File: src/rtl/multicycle_alu.sv
// Multicycle integer ALU. Single-cycle arithmetic and logic ops, an iterative shift-add
// multiply and a restoring divide, with a valid/ready handshake on both sides.
module multicycle_alu #(
  parameter int N = 32
) (
  input  logic         clk,
  input  logic         rst,
  input  logic         in_valid,
  output logic         in_ready,
  input  logic [N-1:0] x,
  input  logic [N-1:0] y,
  input  logic [3:0]   mode,
  output logic         out_valid,
  input  logic         out_ready,
  output logic [N-1:0] z
);
  // state | meaning
  // IDLE  | waiting for an operation, in_ready high
  // MUL   | one shift-add step per cycle
  // DIV   | one restoring-division step per cycle
  // DONE  | holding z and out_valid until out_ready
  typedef enum logic [1:0] {IDLE, MUL, DIV, DONE} state_t;

  localparam logic [3:0] OP_ADD  = 4'b0001;
  localparam logic [3:0] OP_SUB  = 4'b0010;
  localparam logic [3:0] OP_MUL  = 4'b0011;
  localparam logic [3:0] OP_DIV  = 4'b0100;
  localparam logic [3:0] OP_AND  = 4'b0101;
  localparam logic [3:0] OP_OR   = 4'b0110;
  localparam logic [3:0] OP_XOR  = 4'b0111;
  localparam logic [3:0] OP_NOR  = 4'b1000;
  localparam logic [3:0] OP_SLL  = 4'b1001;
  localparam logic [3:0] OP_SRL  = 4'b1010;
  localparam logic [3:0] OP_SLT  = 4'b1011;
  localparam logic [3:0] OP_MFHI = 4'b1101;
  localparam logic [3:0] OP_EQ   = 4'b1110;
  localparam logic [3:0] OP_NEQ  = 4'b1111;
  localparam int CW = $clog2(N);

  state_t          state;
  logic [2*N-1:0]  acc;   // MUL: {partial sum, multiplier}; DIV: {remainder, dividend/quotient}
  logic [N-1:0]    opnd;
  logic [N-1:0]    hi;
  logic [CW-1:0]   cnt;
  logic [N:0]      mul_sum;
  logic [N:0]      div_shift;
  logic [N:0]      div_diff;
  logic [2*N-1:0]  mul_next;
  logic [2*N-1:0]  div_next;
  logic [N-1:0]    single_z;

  assign in_ready = (state == IDLE) && !rst;

  assign mul_sum   = {1'b0, acc[2*N-1:N]} + (acc[0] ? {1'b0, opnd} : {(N+1){1'b0}});
  assign mul_next  = {mul_sum, acc[N-1:1]};
  assign div_shift = {acc[2*N-1:N], acc[N-1]};
  assign div_diff  = div_shift - {1'b0, opnd};
  assign div_next  = div_diff[N] ? {div_shift[N-1:0], acc[N-2:0], 1'b0}
                                 : {div_diff[N-1:0],  acc[N-2:0], 1'b1};

  always_comb begin
    single_z = '0;
    case (mode)
      OP_ADD:  single_z = x + y;
      OP_SUB:  single_z = x - y;
      OP_DIV:  single_z = '1;
      OP_AND:  single_z = x & y;
      OP_OR:   single_z = x | y;
      OP_XOR:  single_z = x ^ y;
      OP_NOR:  single_z = ~(x | y);
      OP_SLL:  single_z = (y >= N) ? '0 : (x << y);
      OP_SRL:  single_z = (y >= N) ? '0 : (x >> y);
      OP_SLT:  single_z = {{(N-1){1'b0}}, x < y};
      OP_MFHI: single_z = hi;
      OP_EQ:   single_z = {{(N-1){1'b0}}, x == y};
      OP_NEQ:  single_z = {{(N-1){1'b0}}, x != y};
      default: single_z = '0;
    endcase
  end

  always_ff @(posedge clk) begin
    if (rst) begin
      state     <= IDLE;
      out_valid <= 1'b0;
      z         <= '0;
      hi        <= '0;
      acc       <= '0;
      opnd      <= '0;
      cnt       <= '0;
    end else begin
      case (state)
        IDLE: begin
          if (in_valid) begin
            if (mode == OP_MUL) begin
              acc   <= {{N{1'b0}}, y};
              opnd  <= x;
              cnt   <= CW'(N-1);
              state <= MUL;
            end else if (mode == OP_DIV && y != '0) begin
              acc   <= {{N{1'b0}}, x};
              opnd  <= y;
              cnt   <= CW'(N-1);
              state <= DIV;
            end else begin
              z         <= single_z;
              if (mode == OP_DIV) hi <= x;
              out_valid <= 1'b1;
              state     <= DONE;
            end
          end
        end
        MUL: begin
          acc <= mul_next;
          if (cnt == '0) begin
            z         <= mul_next[N-1:0];
            hi        <= mul_next[2*N-1:N];
            out_valid <= 1'b1;
            state     <= DONE;
          end else begin
            cnt <= cnt - CW'(1);
          end
        end
        DIV: begin
          acc <= div_next;
          if (cnt == '0) begin
            z         <= div_next[N-1:0];
            hi        <= div_next[2*N-1:N];
            out_valid <= 1'b1;
            state     <= DONE;
          end else begin
            cnt <= cnt - CW'(1);
          end
        end
        DONE: begin
          if (out_ready) begin
            out_valid <= 1'b0;
            state     <= IDLE;
          end
        end
        default: state <= IDLE;
      endcase
    end
  end
endmodule

File: config.mk
export PLATFORM = sky130hd
export DESIGN_NAME = multicycle_alu
export DESIGN_NICKNAME = d
export VERILOG_FILES = /design/src/rtl/multicycle_alu.sv
export SDC_FILE = /design/constraint.sdc
export NUM_CORES = 1
export LEC_CHECK = 0
export CAP_MARGIN = 30
export CELL_PAD_IN_SITES_DETAIL_PLACEMENT = 1
export CELL_PAD_IN_SITES_GLOBAL_PLACEMENT = 2
export CORE_MARGIN = 10
export CORE_UTILIZATION = 36
export CTS_CLUSTER_SIZE = 8
export DETAILED_ROUTE_END_ITERATION = 6
export HOLD_SLACK_MARGIN = 0.08
export PLACE_DENSITY_LB_ADDON = 0.1
export SLEW_MARGIN = 0
export SYNTH_ARGS = -nofsm -noshare
export SYNTH_HDL_FRONTEND = slang
export SYNTH_SLANG_ARGS = --single-unit
File: constraint.sdc
create_clock -name clk -period 4.8 [get_ports clk]
set_clock_uncertainty 0.15 [all_clocks]
set_input_delay 0.72 -clock clk [delete_from_list [all_inputs] [get_ports clk]]
set_output_delay 0.72 -clock clk [all_outputs]
set_load 0.01 [all_outputs]
==> results of run 1 <==
worst max-delay path: cells and delay by family:
family,cells,cell delay (ps)
buffers and inverters,6,1590
AND/OR/NAND/NOR,4,1530
AO/OA/AOI/OAI,5,1060
flip-flops by register name, summed over array words and instances, names as in the netlist:
| name | count |
|---|---|
| state | 2 |
| acc | 64 |
| opnd | 32 |
| cnt | 5 |
| out_valid | 1 |
| hi | 32 |
| z | 32 |
power groups by stage:
stage                     logic, uW  registers [uW]  clock network (uW)
final                          7830            2410                1630
after floorplan                4630            2110                   0
after global routing           8340            2430                1690
after CTS                      7720            2360                1640
after global placement         7500            2380                   0
after detailed placement       7670            2380                   0
layout make-up:
cell class	count	area, um2
inverter	162	608
tap	765	957
sequential	168	3360
timing repair buffer	353	3090
antenna	4	10.0
clock buffer	18	439
fill	7283	33000
multi-input combinational	2475	16400
clock inverter	14	186
cells in the mapped netlist (all sizes together), types with 29 or more instances:
| cell | number | area share |
|---|---|---|
| nand2 | 344 | 0.061 |
| nor2 | 311 | 0.055 |
| a21oi | 293 | 0.069 |
| o21ai | 234 | 0.056 |
| dfxtp | 168 | 0.16 |
| ha | 168 | 0.099 |
| clkbuf | 166 | 0.029 |
| inv | 155 | 0.027 |
| nand3 | 83 | 0.020 |
| mux2i | 66 | 0.031 |
| buf | 63 | 0.015 |
| a31oi | 55 | 0.016 |
| nor3 | 54 | 0.014 |
| a311oi | 53 | 0.022 |
| a211oi | 52 | 0.019 |
| and2 | 46 | 0.014 |
| xnor2 | 42 | 0.017 |
| a21o | 41 | 0.015 |
| o22ai | 41 | 0.012 |
| nor4 | 40 | 0.012 |
| mux4 | 38 | 0.040 |
| a22o | 35 | 0.014 |
| nand2b | 33 | 0.0097 |
| a221oi | 29 | 0.012 |
| nor2b | 29 | 0.0086 |
| o211ai | 29 | 0.010 |
stage by stage:
stage          setup TNS (ps)  power, uW  instance area (um2)
2_1_floorplan               0       6740                21200
3_3_place_gp           -27980       9880                24400
3_5_place_dp             -653      10000                24400
4_1_cts                     0      11700                25000
5_1_grt                     0      12500                25000
6_report                    0      11900                25000
kinds of logic after synthesis:
group | after synthesis | synth area share
DFF | 168 | 0.159
muxes | 116 | 0.0781
buffers and inverters | 391 | 0.0727
xor gates and xnor gates | 68 | 0.0281
AOI/OAI and AO/OA | 1087 | 0.336
adders and majority gates | 172 | 0.103
and+or+nand+nor | 1032 | 0.223
metal layers:
| layer | routed length (um) | track usage |
|---|---|---|
| met1 | 53800 | 0.466 |
| met2 | 55300 | 0.539 |
| met3 | 12900 | 0.0890 |
| met4 | 6140 | 0.159 |
| met5 | 17 | 0 |
final timing paths:
path / end / from / slack (ps)
max: z[12] / y[6] / 170
min: acc[26] / acc[26] / 330
max reg2reg: acc[0] / acc[31] / 300
min reg2reg: acc[26] / acc[26] / 330
==> impl_results.md, run 1 <==
* Main flop type after synthesis: dfxtp_1
* Mapped Area at 21200 um2
* Max_cap viols at 0
* Vias at 26197
* Worst slack, placed at -167 ps
* Max Clock Freq at 0.216 GHz
* Hold Buf Count CTS at 0
* Final std cells w/o fill at 3959
* Layout cells sized above 1 at 0.122
* # setup viols final at 0
* Comb pwr share at 0.660
* Clock buffer count from CTS at 17
* Antenna-violating nets left at 0
* CTS H-Tree Depth at 4
* Vias per cell at 6.62
* Cells after synthesis at 3034
* Fin. max-slew vios at 0
* Clock buffer depth at 2
* Worst Path Required at 5090 ps
* Clock Power Share at 0.137
* Syn nets at 3278
* Setup Buffers After CTS at 0
* Sw frac at 0.535
* Status: complete, no violations
* Flop pwr share at 0.203
* Worst Path Max Fanout at 13
* Final worst slack at 172 ps
* Critical path cell sequence: clkdlybuf4s50_1, buf_4, nor4_1, buf_2, nand4_1, buf_4, or2_2, buf_4, nor4_1, a31oi_1, o32a_1, o21ai_0, buf_4, o31ai_1, a311oi_1
* Crit Path Category: input pin to flop
* GRT overflow at 0
* EDFF count, synth at 0
* CTS Root Cell: clkbuf_16
* CTS tree: done
* PwrDens at 474 nW/um2
* Routed WL at 128000 um
* Die width at 263 um
* Fin util at 0.432
* Wire length of the first global-routing pass at 185000 um
* Number of synthesized register bits at 168
* Worst path arrival time at 4920 ps
* Commonest cells after routing, fill and taps aside: nand2_1 (344), nor2_1 (308), a21oi_1 (292), buf_4 (233), o21ai_0 (228)
* DIE HEIGHT at 263 um
* Skew-Pair Late Insertion Delay at 500 ps
* Post_cts resized at 0
* Crit. End Element: flop
* Post-DP HPWL at 101000 um
* CTS Sinks at 168
* CP max stage delay at 490 ps
* Area Overhead vs Synth at 18.1%
* P_sw at 6350 uW
* Avg Cell Area, Syn at 6.99 um2
* P_int at 5530 uW
* Commonest non-fill, non-tap cell in the layout: nand2_1
* Critical Path Start Type: input pin
* RSZ-0062 raised after global routing: no
* Tcrit/Tclk final at 0.964
* Site Rows at 88
* Slowest CP cell: nor4_1
* Syn. warnings at 0
* Min Hold Slack at 329 ps
* Routability cong. at 1.08
* Largest net degree at the start of global routing at 95
* Min cycle time layout at 4630 ps
* # DRC at 0
* Worst r2r path cells at 14
* HP Class: flop to flop
* Clock slew at reported path FFs at 100 ps
* DIE AREA at 69000 um2
* Vias in the first global route at 26098
* 1st-pass router iterations at 6
* Crit path top cell by count: buf_4
* VDD IR-drop max at 0.740 mV
* Final Hold Viols at 0
* Initial Utilization at 0.365
* Layout Nets at 3421
* GRT Total Usage at 0.355
* I/O Buffers at 105
* Average routed wire per standard cell at 32.4 um
* Area of the core at 58000 um2
* Register area share after synthesis at 0.159
* Detailed Route Iter0 Violations at 3000
* Yosys cell types at 91
* Placed insts at 3922
* Worst slew margin at 0.334
* Ports at 106
* Fraction of registers with async set/reset at 0
* Leakage at 0.0100 uW
* Hold-critical path depth at 2
* Least-Margin Pin Slew at 996 ps
* Initial antenna violation count at 4
Note: power is estimated with default switching activity, not from simulation.
==> run 2, diff against run 1 <==
--- a/config.mk
+++ b/config.mk
@@ -9,11 +9,12 @@
 export CELL_PAD_IN_SITES_DETAIL_PLACEMENT = 1
 export CELL_PAD_IN_SITES_GLOBAL_PLACEMENT = 2
 export CORE_MARGIN = 10
-export CORE_UTILIZATION = 36
+export CORE_UTILIZATION = 35
 export CTS_CLUSTER_SIZE = 8
 export DETAILED_ROUTE_END_ITERATION = 6
 export HOLD_SLACK_MARGIN = 0.08
 export PLACE_DENSITY_LB_ADDON = 0.1
+export SKIP_LAST_GASP = 1
 export SLEW_MARGIN = 0
 export SYNTH_ARGS = -nofsm -noshare
 export SYNTH_HDL_FRONTEND = slang
==> impl_results.md, run 2 (synthesis results as in run 1) <==
* Status: complete, no violations
* Worst r2r path cells at 14
* Least-Margin Pin Slew at 1080 ps
* Initial antenna violation count at 5
* Worst path arrival time at 4980 ps
* CTS tree: done
* Layout Nets at 3449
* Worst slew margin at 0.273
* Ports at 106
* HP Class: flop to flop
* Reg2Reg Setup Slack at 100 ps
* Skew-Pair Late Insertion Delay at 510 ps
* Reg-to-Reg End: z[0]
* Largest Register: acc
* Die width at 266 um
* Crit Path Category: input pin to flop
* Post-DP HPWL at 102000 um
* Initial Utilization at 0.353
* Clock slew at reported path FFs at 80 ps
* Critical Path Start Type: input pin
* Area of the multi-input gates at 16400 um2
* Largest register FFs at 64
* DIE AREA at 70800 um2
* I/O Buffers at 105
* GRT Total Usage at 0.353
* Crit. End Element: flop
* Fin. max-slew vios at 0
* Commonest cells after routing, fill and taps aside: nand2_1 (344), nor2_1 (308), a21oi_1 (292), buf_4 (261), o21ai_0 (228)
* # setup viols final at 0
* CTS H-Tree Depth at 4
* Hold Buf Count CTS at 0
* Clock buffer count from CTS at 17
* Storage cell area at 3360 um2
* CTS Sinks at 168
* Largest net degree at the start of global routing at 77
* DIE HEIGHT at 266 um
* GRT overflow at 0
* Min-delay src: acc[2]
* Post_cts resized at 0
* Average routed wire per standard cell at 32.1 um
* Tcrit/Tclk final at 0.982
* Worst Path Required at 5070 ps
* Final Hold Viols at 0
* Final worst slack at 85.3 ps
* Setup TNS at 0 ps
* Site Rows at 90
* Vias at 26242
* Hold-critical path depth at 2
* # DRC at 0
* Wire length of the first global-routing pass at 185000 um
* Area Overhead vs Synth at 19.3%
* Layout cells sized above 1 at 0.130
* Area of the core at 60100 um2
* Leakage at 0.0102 uW
* CTS Root Cell: clkbuf_16
* VDD IR-drop max at 0.476 mV
* Max Clock Freq at 0.212 GHz
* Commonest non-fill, non-tap cell in the layout: nand2_1
* Routed WL at 128000 um
* Worst Path Max Fanout at 7
* Setup Buffers After CTS at 0
* Detailed Route Iter0 Violations at 3081
* Design area at 25300 um2
* Clock buffer depth at 2
* Vias in the first global route at 25775
* Worst slack, placed at -485 ps
* Antenna-violating nets left at 0
* Vias per cell at 6.56
* RSZ-0062 raised after global routing: no
* Routability cong. at 1.06
* Reg-to-Reg Start: acc[31]
* 1st-pass router iterations at 6
* Max_cap viols at 0
* PwrDens at 472 nW/um2
* DP Area at 24600 um2
* Min cycle time layout at 4710 ps
* Hold path endpoint: acc[2]
* Filler cells at 7524
[run 2: per-layer routing]
layer / routed length (um) / track usage
met3: 11200 / 0.0618
met1: 54400 / 0.470
met2: 57300 / 0.555
met4: 5500 / 0.142
met5: 13 / 0
[run 2: final cells by class]
cell class / instances / share of cell area
multi-input combinational: 2475 / 0.648
clock inverter: 13 / 0.00722
tap: 782 / 0.0387
inverter: 162 / 0.0240
timing repair buffer: 381 / 0.131
clock buffer: 19 / 0.0179
antenna: 2 / 0.000198
sequential: 168 / 0.133
[run 2: through the flow]
| stage | util | std cells | hold WS (ps) | total power, uW |
|---|---|---|---|---|
| 2_1_floorplan | - | 3034 | 299 | 6740 |
| 6_report | 0.421 | 4002 | 338 | 11900 |
| 3_3_place_gp | 0.410 | 3967 | 313 | 9970 |
| 5_1_grt | 0.420 | 4001 | 358 | 12500 |
| 4_1_cts | 0.420 | 4000 | 332 | 11800 |
| 3_5_place_dp | 0.410 | 3968 | 318 | 10100 |
[run 2: power breakdown]
group,switching (uW),internal [uW]
Sequential,617,1820
Combinational,4970,2910
Clock,764,865
[run 2: worst max-delay path by stage]
stage,start,endpoint,slack [ps]
6_report,y[8],z[19],90
5_1_grt,acc[31],acc[0],2
4_1_cts,y[8],z[19],30
3_5_place_dp,y[8],z[19],-490
3_3_place_gp,y[6],z[19],-740
2_1_floorplan,y[2],z[31],470
[run 2: worst max-delay path, cell delays in order]
cell	delay (ps)
clkdlybuf4s50_1	620
nor4_2	640
nand4_1	330
buf_4	260
or2_2	420
buf_4	190
buf_4	150
nor2_1	450
mux2i_1	260
buf_4	200
o221ai_1	290
a221oi_1	100
buf_4	180
o22ai_1	160
